===== src/rtl/fifo_ext.sv =====
`default_nettype none
// ============================================================================
// Module      : fifo_ext
// Description : Synchronous single-clock FIFO with registered read data,
//               registered occupancy flags, almost-full threshold, synchronous
//               flush and optional sticky overflow/underflow error flags.
// Revision    : 1.0 - initial release
// ----------------------------------------------------------------------------
// Parameters
//   WIDTH       data word width in bits (>= 1)
//   LOG2_DEPTH  storage depth is 2**LOG2_DEPTH words (>= 2)
//   AF_MARGIN   almostfull asserts when count >= DEPTH - AF_MARGIN
//               (1 <= AF_MARGIN < DEPTH)
// Ports
//   clk         clock, rising edge only
//   reset       synchronous active-high reset, highest priority
//   clear       synchronous flush; we/re of the same cycle are ignored
//   we / wdata  write request and data (accepted iff we && !full)
//   re          read request (accepted iff re && !empty)
//   rdata       registered read data, holds when rvalid = 0
//   rvalid      high in the cycle after an accepted read
//   empty       count == 0        (registered)
//   full        count == DEPTH    (registered)
//   almostfull  count >= DEPTH - AF_MARGIN (registered)
//   count       occupancy, 0..DEPTH
//   overflow    sticky write-while-full flag   (FIFO_ERR_FLAGS_EN only)
//   underflow   sticky read-while-empty flag   (FIFO_ERR_FLAGS_EN only)
// Configuration
//   FIFO_ERR_FLAGS_EN  when defined, overflow/underflow flag logic is built;
//                      otherwise both outputs are tied to 0.
// ============================================================================
module fifo_ext #(
  parameter int WIDTH      = 8,
  parameter int LOG2_DEPTH = 5,
  parameter int AF_MARGIN  = 16
) (
  input  logic                  clk,
  input  logic                  reset,
  input  logic                  clear,
  input  logic                  we,
  input  logic [WIDTH-1:0]      wdata,
  input  logic                  re,
  output logic [WIDTH-1:0]      rdata,
  output logic                  rvalid,
  output logic                  empty,
  output logic                  full,
  output logic                  almostfull,
  output logic [LOG2_DEPTH:0]   count,
  output logic                  overflow,
  output logic                  underflow
);

  localparam int                  c_DEPTH     = 1 << LOG2_DEPTH;
  localparam logic [LOG2_DEPTH:0] c_CNT_ZERO  = '0;
  localparam logic [LOG2_DEPTH:0] c_CNT_ONE   = (LOG2_DEPTH+1)'(1);
  localparam logic [LOG2_DEPTH:0] c_CNT_FULL  = (LOG2_DEPTH+1)'(c_DEPTH);
  localparam logic [LOG2_DEPTH:0] c_AF_THRESH = (LOG2_DEPTH+1)'(c_DEPTH - AF_MARGIN);
  localparam logic [LOG2_DEPTH-1:0] c_PTR_ONE = (LOG2_DEPTH)'(1);

  // Storage and state
  logic [WIDTH-1:0]      r_mem [c_DEPTH];
  logic [LOG2_DEPTH-1:0] r_wr_ptr;
  logic [LOG2_DEPTH-1:0] r_rd_ptr;
  logic [LOG2_DEPTH:0]   r_count;
  logic                  r_empty;
  logic                  r_full;
  logic                  r_almostfull;
  logic [WIDTH-1:0]      r_rdata;
  logic                  r_rvalid;

  logic                  w_wr_acc;
  logic                  w_rd_acc;
  logic [LOG2_DEPTH:0]   w_count_nxt;

  // Acceptance is decided on the registered flags only. Reset and clear
  // suppress both so that neither memory nor pointers move in that cycle.
  assign w_wr_acc = we && !r_full  && !reset && !clear;
  assign w_rd_acc = re && !r_empty && !reset && !clear;

  // Occupancy after this edge; a simultaneous accepted read and write
  // leaves it unchanged.
  always_comb begin
    w_count_nxt = r_count;
    case ({w_wr_acc, w_rd_acc})
      2'b10:   w_count_nxt = r_count + c_CNT_ONE;
      2'b01:   w_count_nxt = r_count - c_CNT_ONE;
      default: w_count_nxt = r_count;
    endcase
  end

  // Memory array carries no reset; stale contents are unreachable because
  // the pointers and count are reset together.
  always_ff @(posedge clk) begin
    if (w_wr_acc) begin
      r_mem[r_wr_ptr] <= wdata;
    end
  end

  // Pointers, occupancy and flags. Flags are computed from the next count so
  // they are valid in the same cycle as the new count value.
  always_ff @(posedge clk) begin
    if (reset) begin
      r_wr_ptr     <= '0;
      r_rd_ptr     <= '0;
      r_count      <= c_CNT_ZERO;
      r_empty      <= 1'b1;
      r_full       <= 1'b0;
      r_almostfull <= 1'b0;
    end else if (clear) begin
      r_wr_ptr     <= '0;
      r_rd_ptr     <= '0;
      r_count      <= c_CNT_ZERO;
      r_empty      <= 1'b1;
      r_full       <= 1'b0;
      r_almostfull <= 1'b0;
    end else begin
      if (w_wr_acc) begin
        r_wr_ptr <= r_wr_ptr + c_PTR_ONE;
      end
      if (w_rd_acc) begin
        r_rd_ptr <= r_rd_ptr + c_PTR_ONE;
      end
      r_count      <= w_count_nxt;
      r_empty      <= (w_count_nxt == c_CNT_ZERO);
      r_full       <= (w_count_nxt == c_CNT_FULL);
      r_almostfull <= (w_count_nxt >= c_AF_THRESH);
    end
  end

  // Read data path. The read and write pointers coincide only when the FIFO
  // is empty or full, and in those states at most one of the two operations
  // can be accepted, so no read-during-write bypass is needed.
  always_ff @(posedge clk) begin
    if (reset) begin
      r_rdata  <= '0;
      r_rvalid <= 1'b0;
    end else begin
      r_rvalid <= w_rd_acc;
      if (w_rd_acc) begin
        r_rdata <= r_mem[r_rd_ptr];
      end
    end
  end

`ifdef FIFO_ERR_FLAGS_EN
  logic r_overflow;
  logic r_underflow;

  // Sticky error flags: an attempted write while full or read while empty
  // sets the flag; only reset or clear release it.
  always_ff @(posedge clk) begin
    if (reset || clear) begin
      r_overflow  <= 1'b0;
      r_underflow <= 1'b0;
    end else begin
      if (we && r_full) begin
        r_overflow <= 1'b1;
      end
      if (re && r_empty) begin
        r_underflow <= 1'b1;
      end
    end
  end

  assign overflow  = r_overflow;
  assign underflow = r_underflow;
`else
  assign overflow  = 1'b0;
  assign underflow = 1'b0;
`endif

  assign rdata      = r_rdata;
  assign rvalid     = r_rvalid;
  assign empty      = r_empty;
  assign full       = r_full;
  assign almostfull = r_almostfull;
  assign count      = r_count;

endmodule
`default_nettype wire

===== config.mk =====
export PLATFORM = sky130hd
export DESIGN_NAME = fifo_ext
export DESIGN_NICKNAME = d
export VERILOG_FILES = /design/src/rtl/fifo_ext.sv
export SDC_FILE = /design/constraint.sdc
export NUM_CORES = 1
export LEC_CHECK = 0
export CORE_MARGIN = 2
export CORE_UTILIZATION = 55
export DETAILED_ROUTE_END_ITERATION = 7
export GPL_TIMING_DRIVEN = 0
export HOLD_SLACK_MARGIN = 0.02
export PLACE_DENSITY = 0.69
export SLEW_MARGIN = 20
export SYNTH_ARGS = -nofsm -noshare
export SYNTH_HDL_FRONTEND = slang
export SYNTH_SLANG_ARGS = --single-unit

===== constraint.sdc =====
create_clock -name clk -period 5.6 [get_ports clk]
set_clock_uncertainty 0.05 [all_clocks]
set_input_delay 0.56 -clock clk [delete_from_list [all_inputs] [get_ports clk]]
set_output_delay 0.56 -clock clk [all_outputs]
set_load 0.1 [all_outputs]

==> flow_summary.toml, run 1 <==
[synthesis]
synth_area_leader_cell = "edfxtp_1"
synth_mux_area_share_pct = 16.2
yosysMostFrequentCell = "edfxtp_1"
syn_inst = 574
yosysWarnings = 0
synth.top_cell.area_share_pct = 68.4
ys_ff_latch = 284
synthArstFlopShare_pct = 0
synth-compound-area-share_pct = 2.01
synth_xor_area_share_pct = 1.09
synthAdderAreaFrac_pct = 0.780
synth-seq-area-share_pct = 73.4
synth_top_family_by_area = "multiplexers"
synth-simple-area-share_pct = 4.59
synth_edf_count = 256
ys.flop_type = "edfxtp_1"
netlist_area_sq_um = 11200
ys_top_cells_by_count = "edfxtp_1, mux4_2, nor2_1, dfxtp_1, clkbuf_1"
ys_types = 45
syn_area_per_cell_sq_um = 19.6
synthTopCellsByArea = "edfxtp_1, mux4_2, dfxtp_1"

[worst_setup_path]
cp.required_ns = 6.01
path_common_cell = "clkbuf_1"
crit_arrival_ns = 3.91
timing.critical_path.cells = "clkdlybuf4s50_1 -> clkbuf_1 -> or2_2 -> clkbuf_1 -> nor2_1 -> inv_1 -> ha_1 -> clkbuf_1 -> inv_1 -> nand4_1 -> o22ai_1 -> a32oi_1 -> xor2_1 -> nor4_2"
slowest_delay_ns = 0.49
critical_path_peak_fanout = 10
path_class = "primary input to register"
start_kind = "primary input"
end_kind = "register"
slowest_stage = "clkdlybuf4s50_1"

[floorplanning]
design.portCount = 33
core_sq_um = 20100
dieWidth_microns = 147
initial_core_util_pct = 55.9
die-area_sq_um = 21600
fp-row-count = 52
dieHeight_microns = 147

[clock_tree]
numClockSinks = 284
cts_buffers = 29
clock_latency_ns = 0.55
post_cts_buffers = 0
cts.clk_slew.worst_paths_ns = 0.07
root_buffer = "clkbuf_16"
clock_tree.buffer_depth = 3
ctsResizeCount = 0
hold_buffers = 0
cts_tree = "built"
h-tree-depth = 1

[timing]
hold_viol = 0
fmax_mhz = 286
relSlewSlack_pct = 32.8
rsz0062_at_grt = "no"
setup_slack_ns = 2.10
finalMaxSlewViolations = 0
setup_violations = 0
fin_setup_tns_ns = 0
period_needed_ns = 3.50
tightest_slew_ns = 1.00
timing.final.crit_share_pct = 62.5

[routing]
route.detailed.drc = 0
drt_iter0_drc = 553
drt_pass1_iterations = 5
num_vias = 5652
drt-total-wl_microns = 23800
routed_via_density = 6.09
final_antenna_net_count = 0
wl_per_cell_microns = 25.6

[power]
power.leakage_nw = 3.99
peakVddDrop_mv = 0.208
power_density_nw_per_um2 = 361
total_power_w = 0.00468

[layout]
register_area_sq_um = 8250
drive_above_1_share_pct = 24.6
multiInputGateArea_sq_um = 2780
nNetsFinal = 656
area_growth_pct = 15.5
finalCoreUtilization_pct = 64.5
fill_cells = 1318
diodes = 0
final_cell_area_sq_um = 13000

[grt]
grt_start_max_net_pins = 33
grt_usage_pct = 22.7
use_met2_pct = 35.6
grt_use_met3_pct = 3.60
antenna_found_initial = 0
met1_usage_pct = 33.5
grt_overflow = 0
grt_pass1_wl_microns = 35900
busiest_layer = "met2"
first_global_vias = 5730

[hold_path]
hold_path_class = "register to register"

[job]
max_cap_viol_count = 0

[run_status]
status = "completed"

[place]
dp_hpwl_microns = 15200
post-place-ws_ns = 1.58
portBuffers = 30
placed_cell_area_sq_um = 11900
gp_congestion = 0.871
stage by stage:
| step | cells | hold WS [ns] |
|---|---|---|
| finish | 928 | 0.468 |
| global route | 928 | 0.486 |
| CTS | 928 | 0.465 |
| detailed placement | 875 | 0.452 |
| global placement | 875 | 0.444 |
| floorplan | 575 | 0.432 |
flip-flops by register name, indices dropped and copies added (netlist names):
register    flops
r_wr_ptr        5
r_mem         256
full            1
count           6
rdata           8
almostfull      1
empty           1
r_rd_ptr        5
rvalid          1
layout make-up:
type,count,area share (%)
Sequential cell,284,63.6
Multi-Input combinational cell,247,21.4
Clock buffer,31,5.65
Clock inverter,22,3.16
Tap cell,270,2.60
Timing Repair Buffer,30,2.01
Buffer,34,1.26
Inverter,10,0.328
kinds of logic after synthesis:
logic type                 after synthesis
DFF                                    284
and+or+nand+nor                        110
muxes                                   82
buffers and inverters                   44
AOI/OAI and AO/OA                       32
xor gates and xnor gates                14
adders and majority gates                7
other                                    1
critical path, delay by kind of cell:
kind / cells / cell delay, ns
compound gates: 2 / 0.45
xor+xnor: 1 / 0.19
fa+ha+maj: 1 / 0.14
buf+inv: 6 / 1.77
simple gates: 4 / 0.77
placed cells by master (no fill, tap or decap), types with 3 or more instances in the layout:
cell type / synthesis / routed
inv_1: 9 / 9
o22ai_1: 10 / 10
nand3b_1: 3 / 3
xor2_1: 8 / 8
buf_2: 5 / 13
clkinv_2: 0 / 6
nand2_1: 14 / 14
clkinv_4: 1 / 3
buf_4: 6 / 6
a21oi_1: 10 / 10
clkbuf_1: 19 / 21
xnor2_1: 6 / 6
clkdlybuf4s50_1: 0 / 22
buf_1: 3 / 3
nand4_1: 5 / 5
ha_1: 7 / 7
mux4_2: 80 / 80
bufinv_16: 0 / 11
clkbuf_16: 0 / 29
nor3_1: 10 / 10
edfxtp_1: 256 / 256
nor2_1: 62 / 62
dfxtp_1: 28 / 28
per-layer routing:
layer	up-vias	routed length (microns)
li1	2426	-
met1	2964	10200
met2	215	11300
met3	47	1510
met4	0	760
met5	-	0
path summary, 6_finish.rpt:
path	start	to	slack (ns)	cells past startpoint
worst max-delay path	reset	full	2.10	14
worst min-delay path	rdata[6]	rdata[6]	0.47	2
worst max register to register	empty	full	2.35	11
worst min register to register	rdata[6]	rdata[6]	0.47	2
where the power goes:
part           switching [W]  internal (W)
combinational      0.0000701     0.0000233
clock               0.000812       0.00146
sequential        0.00000242       0.00231
Power figures use the tool's default switching activity.
==> run 2, diff against run 1 <==
- PLACE_DENSITY: 0.69 -> 0.72
- clock period: 5.6 -> 3.2 ns (I/O delays scaled with it)
==> run 2 against run 1 <==
Against the previous run:
- highest routed layer unchanged
- non-clock buffer count decreased by 2
- first-iteration DRC count decreased by 26%
- design area decreased by 1.7%
- setup slack got worse by 1.8 ns
- combinational power increased by 75%
- die area unchanged
- via count decreased by 0.71%
- global-route usage decreased by 1.0 points
- sequential share of layout area increased by 1.1 points
- total power increased by 60%
==> flow_summary.toml, run 2 (synthesis gave the netlist of run 1 again) <==
[timing]
hold_ws_ns = 0.272
timing.final.crit_share_pct = 90.7
rsz0062_at_grt = "no"
fin_setup_tns_ns = 0
hold_viol = 0
fmax_mhz = 345
finalMaxSlewViolations = 0
period_needed_ns = 2.90
tightest_slew_ns = 0.993
relSlewSlack_pct = 33.6
setup_violations = 0

[worst_setup_path]
regToRegStartpoint = "empty"
ff2ff_setup_slack_ns = 0.32
path_class = "primary input to register"
start_kind = "primary input"
worst-r2r-cell-count = 10
critical_path_peak_fanout = 10
reg2reg_to = "empty"
crit_arrival_ns = 3.27
cp.required_ns = 3.57
end_kind = "register"

[clock_tree]
numClockSinks = 284
clock_tree.buffer_depth = 3
cts_tree = "built"
root_buffer = "clkbuf_16"
cts.clk_slew.worst_paths_ns = 0.06
hold_buffers = 0
clock_latency_ns = 0.54
h-tree-depth = 1
cts_buffers = 28

[layout]
largest_register_ffs = 256
finalCoreUtilization_pct = 63.4
final_common_cell = "edfxtp_1"
multiInputGateArea_sq_um = 2780
area_growth_pct = 13.5
nNetsFinal = 653
largest-register = "r_mem"
fill_cells = 1350
final_cell_mix = "edfxtp_1, mux4_2, nor2_1"
diodes = 0
register_area_sq_um = 8250
drive_above_1_share_pct = 23.1
final_cell_area_sq_um = 12800

[grt]
first_global_vias = 5662
grt_usage_pct = 21.6
grt_start_max_net_pins = 33
antenna_found_initial = 0
grt_overflow = 0
grt_pass1_wl_microns = 34900

[hold_path]
hold_path_class = "primary input to register"
hold_start = "wdata[0]"
hold_end = "r_mem[9][0]"
hold_depth = 1

[routing]
drt_iter0_drc = 410
route.detailed.drc = 0
final_antenna_net_count = 0
routed_via_density = 6.07
drt-total-wl_microns = 22900
num_vias = 5612
wl_per_cell_microns = 24.7
drt_pass1_iterations = 5

[floorplanning]
dieWidth_microns = 147
core_sq_um = 20100
design.portCount = 33
die-area_sq_um = 21600
dieHeight_microns = 147
initial_core_util_pct = 55.9
fp-row-count = 52

[place]
gp_congestion = 0.869
portBuffers = 30
placed_cell_area_sq_um = 11900
dp_hpwl_microns = 14900

[power]
p_switching_w = 0.00143
clock_power_share_pct = 43.7
total_power_w = 0.00748
peakVddDrop_mv = 0.435
power.leakage_nw = 3.88
power_frac_comb_pct = 2.2
seqPwrFrac_pct = 54.1
netSwitchingFraction_pct = 19.2
power_density_nw_per_um2 = 587
p_int_w = 0.00605

[run_status]
status = "completed"

[job]
max_cap_viol_count = 0
[run 2: cell type report]
| class | count | area share, % |
|---|---|---|
| Buffer | 32 | 1.24 |
| Inverter | 10 | 0.334 |
| Multi-Input combinational cell | 247 | 21.8 |
| Sequential cell | 284 | 64.7 |
| Tap cell | 270 | 2.65 |
| Clock inverter | 18 | 1.39 |
| Clock buffer | 34 | 5.84 |
| Timing Repair Buffer | 30 | 2.04 |
[run 2: critical path, cell delays in order]
cell and delay [ns]:
clkdlybuf4s50_1 0.42, clkbuf_1 0.24, or2_2 0.45, nor2_2 0.25, inv_1 0.07, ha_1 0.31, clkbuf_1 0.37, a21oi_1 0.10
a32oi_1 0.31, xor2_1 0.31, a21oi_1 0.12
[run 2: how the worst max path moves through the flow]
stage,to,depth (start not counted),slack [ns],from
2_1_floorplan,full,12,0.11,full
3_3_place_gp,empty,14,-0.49,reset
3_5_place_dp,empty,14,-0.53,reset
4_1_cts,empty,11,0.01,empty
5_1_grt,empty,10,0.09,empty
6_report,almostfull,11,0.30,reset
[run 2: power groups by stage]
stage	clock network (W)	registers (W)	logic [W]
finish	0.00327	0.00405	0.000163
global placement	0	0.00413	0.000160
global route	0.00345	0.00405	0.000175
CTS	0.00331	0.00405	0.000169
detailed placement	0	0.00413	0.000167
floorplan	0	0.00414	0.0000639
[run 2: through the flow]
stage | cells | setup slack (ns)
6_report | 925 | 0.299
5_1_grt | 925 | 0.0902
4_1_cts | 927 | 0.0138
3_5_place_dp | 875 | -0.529
3_3_place_gp | 875 | -0.488
2_1_floorplan | 575 | 0.113
[run 2: repair_timing]
item                                    4_1_cts  5_1_grt
setup buffers                                 0        0
gates resized for setup                       0        3
endpoints found under the setup margin        0       14
[run 2: per-layer routing]
layer	track usage, %	up-vias	routed length (microns)
met5	0	-	0
met4	5.05	0	391
met3	2.98	36	1280
met2	34.0	205	11000
met1	33.3	2934	10200
li1	-	2437	-
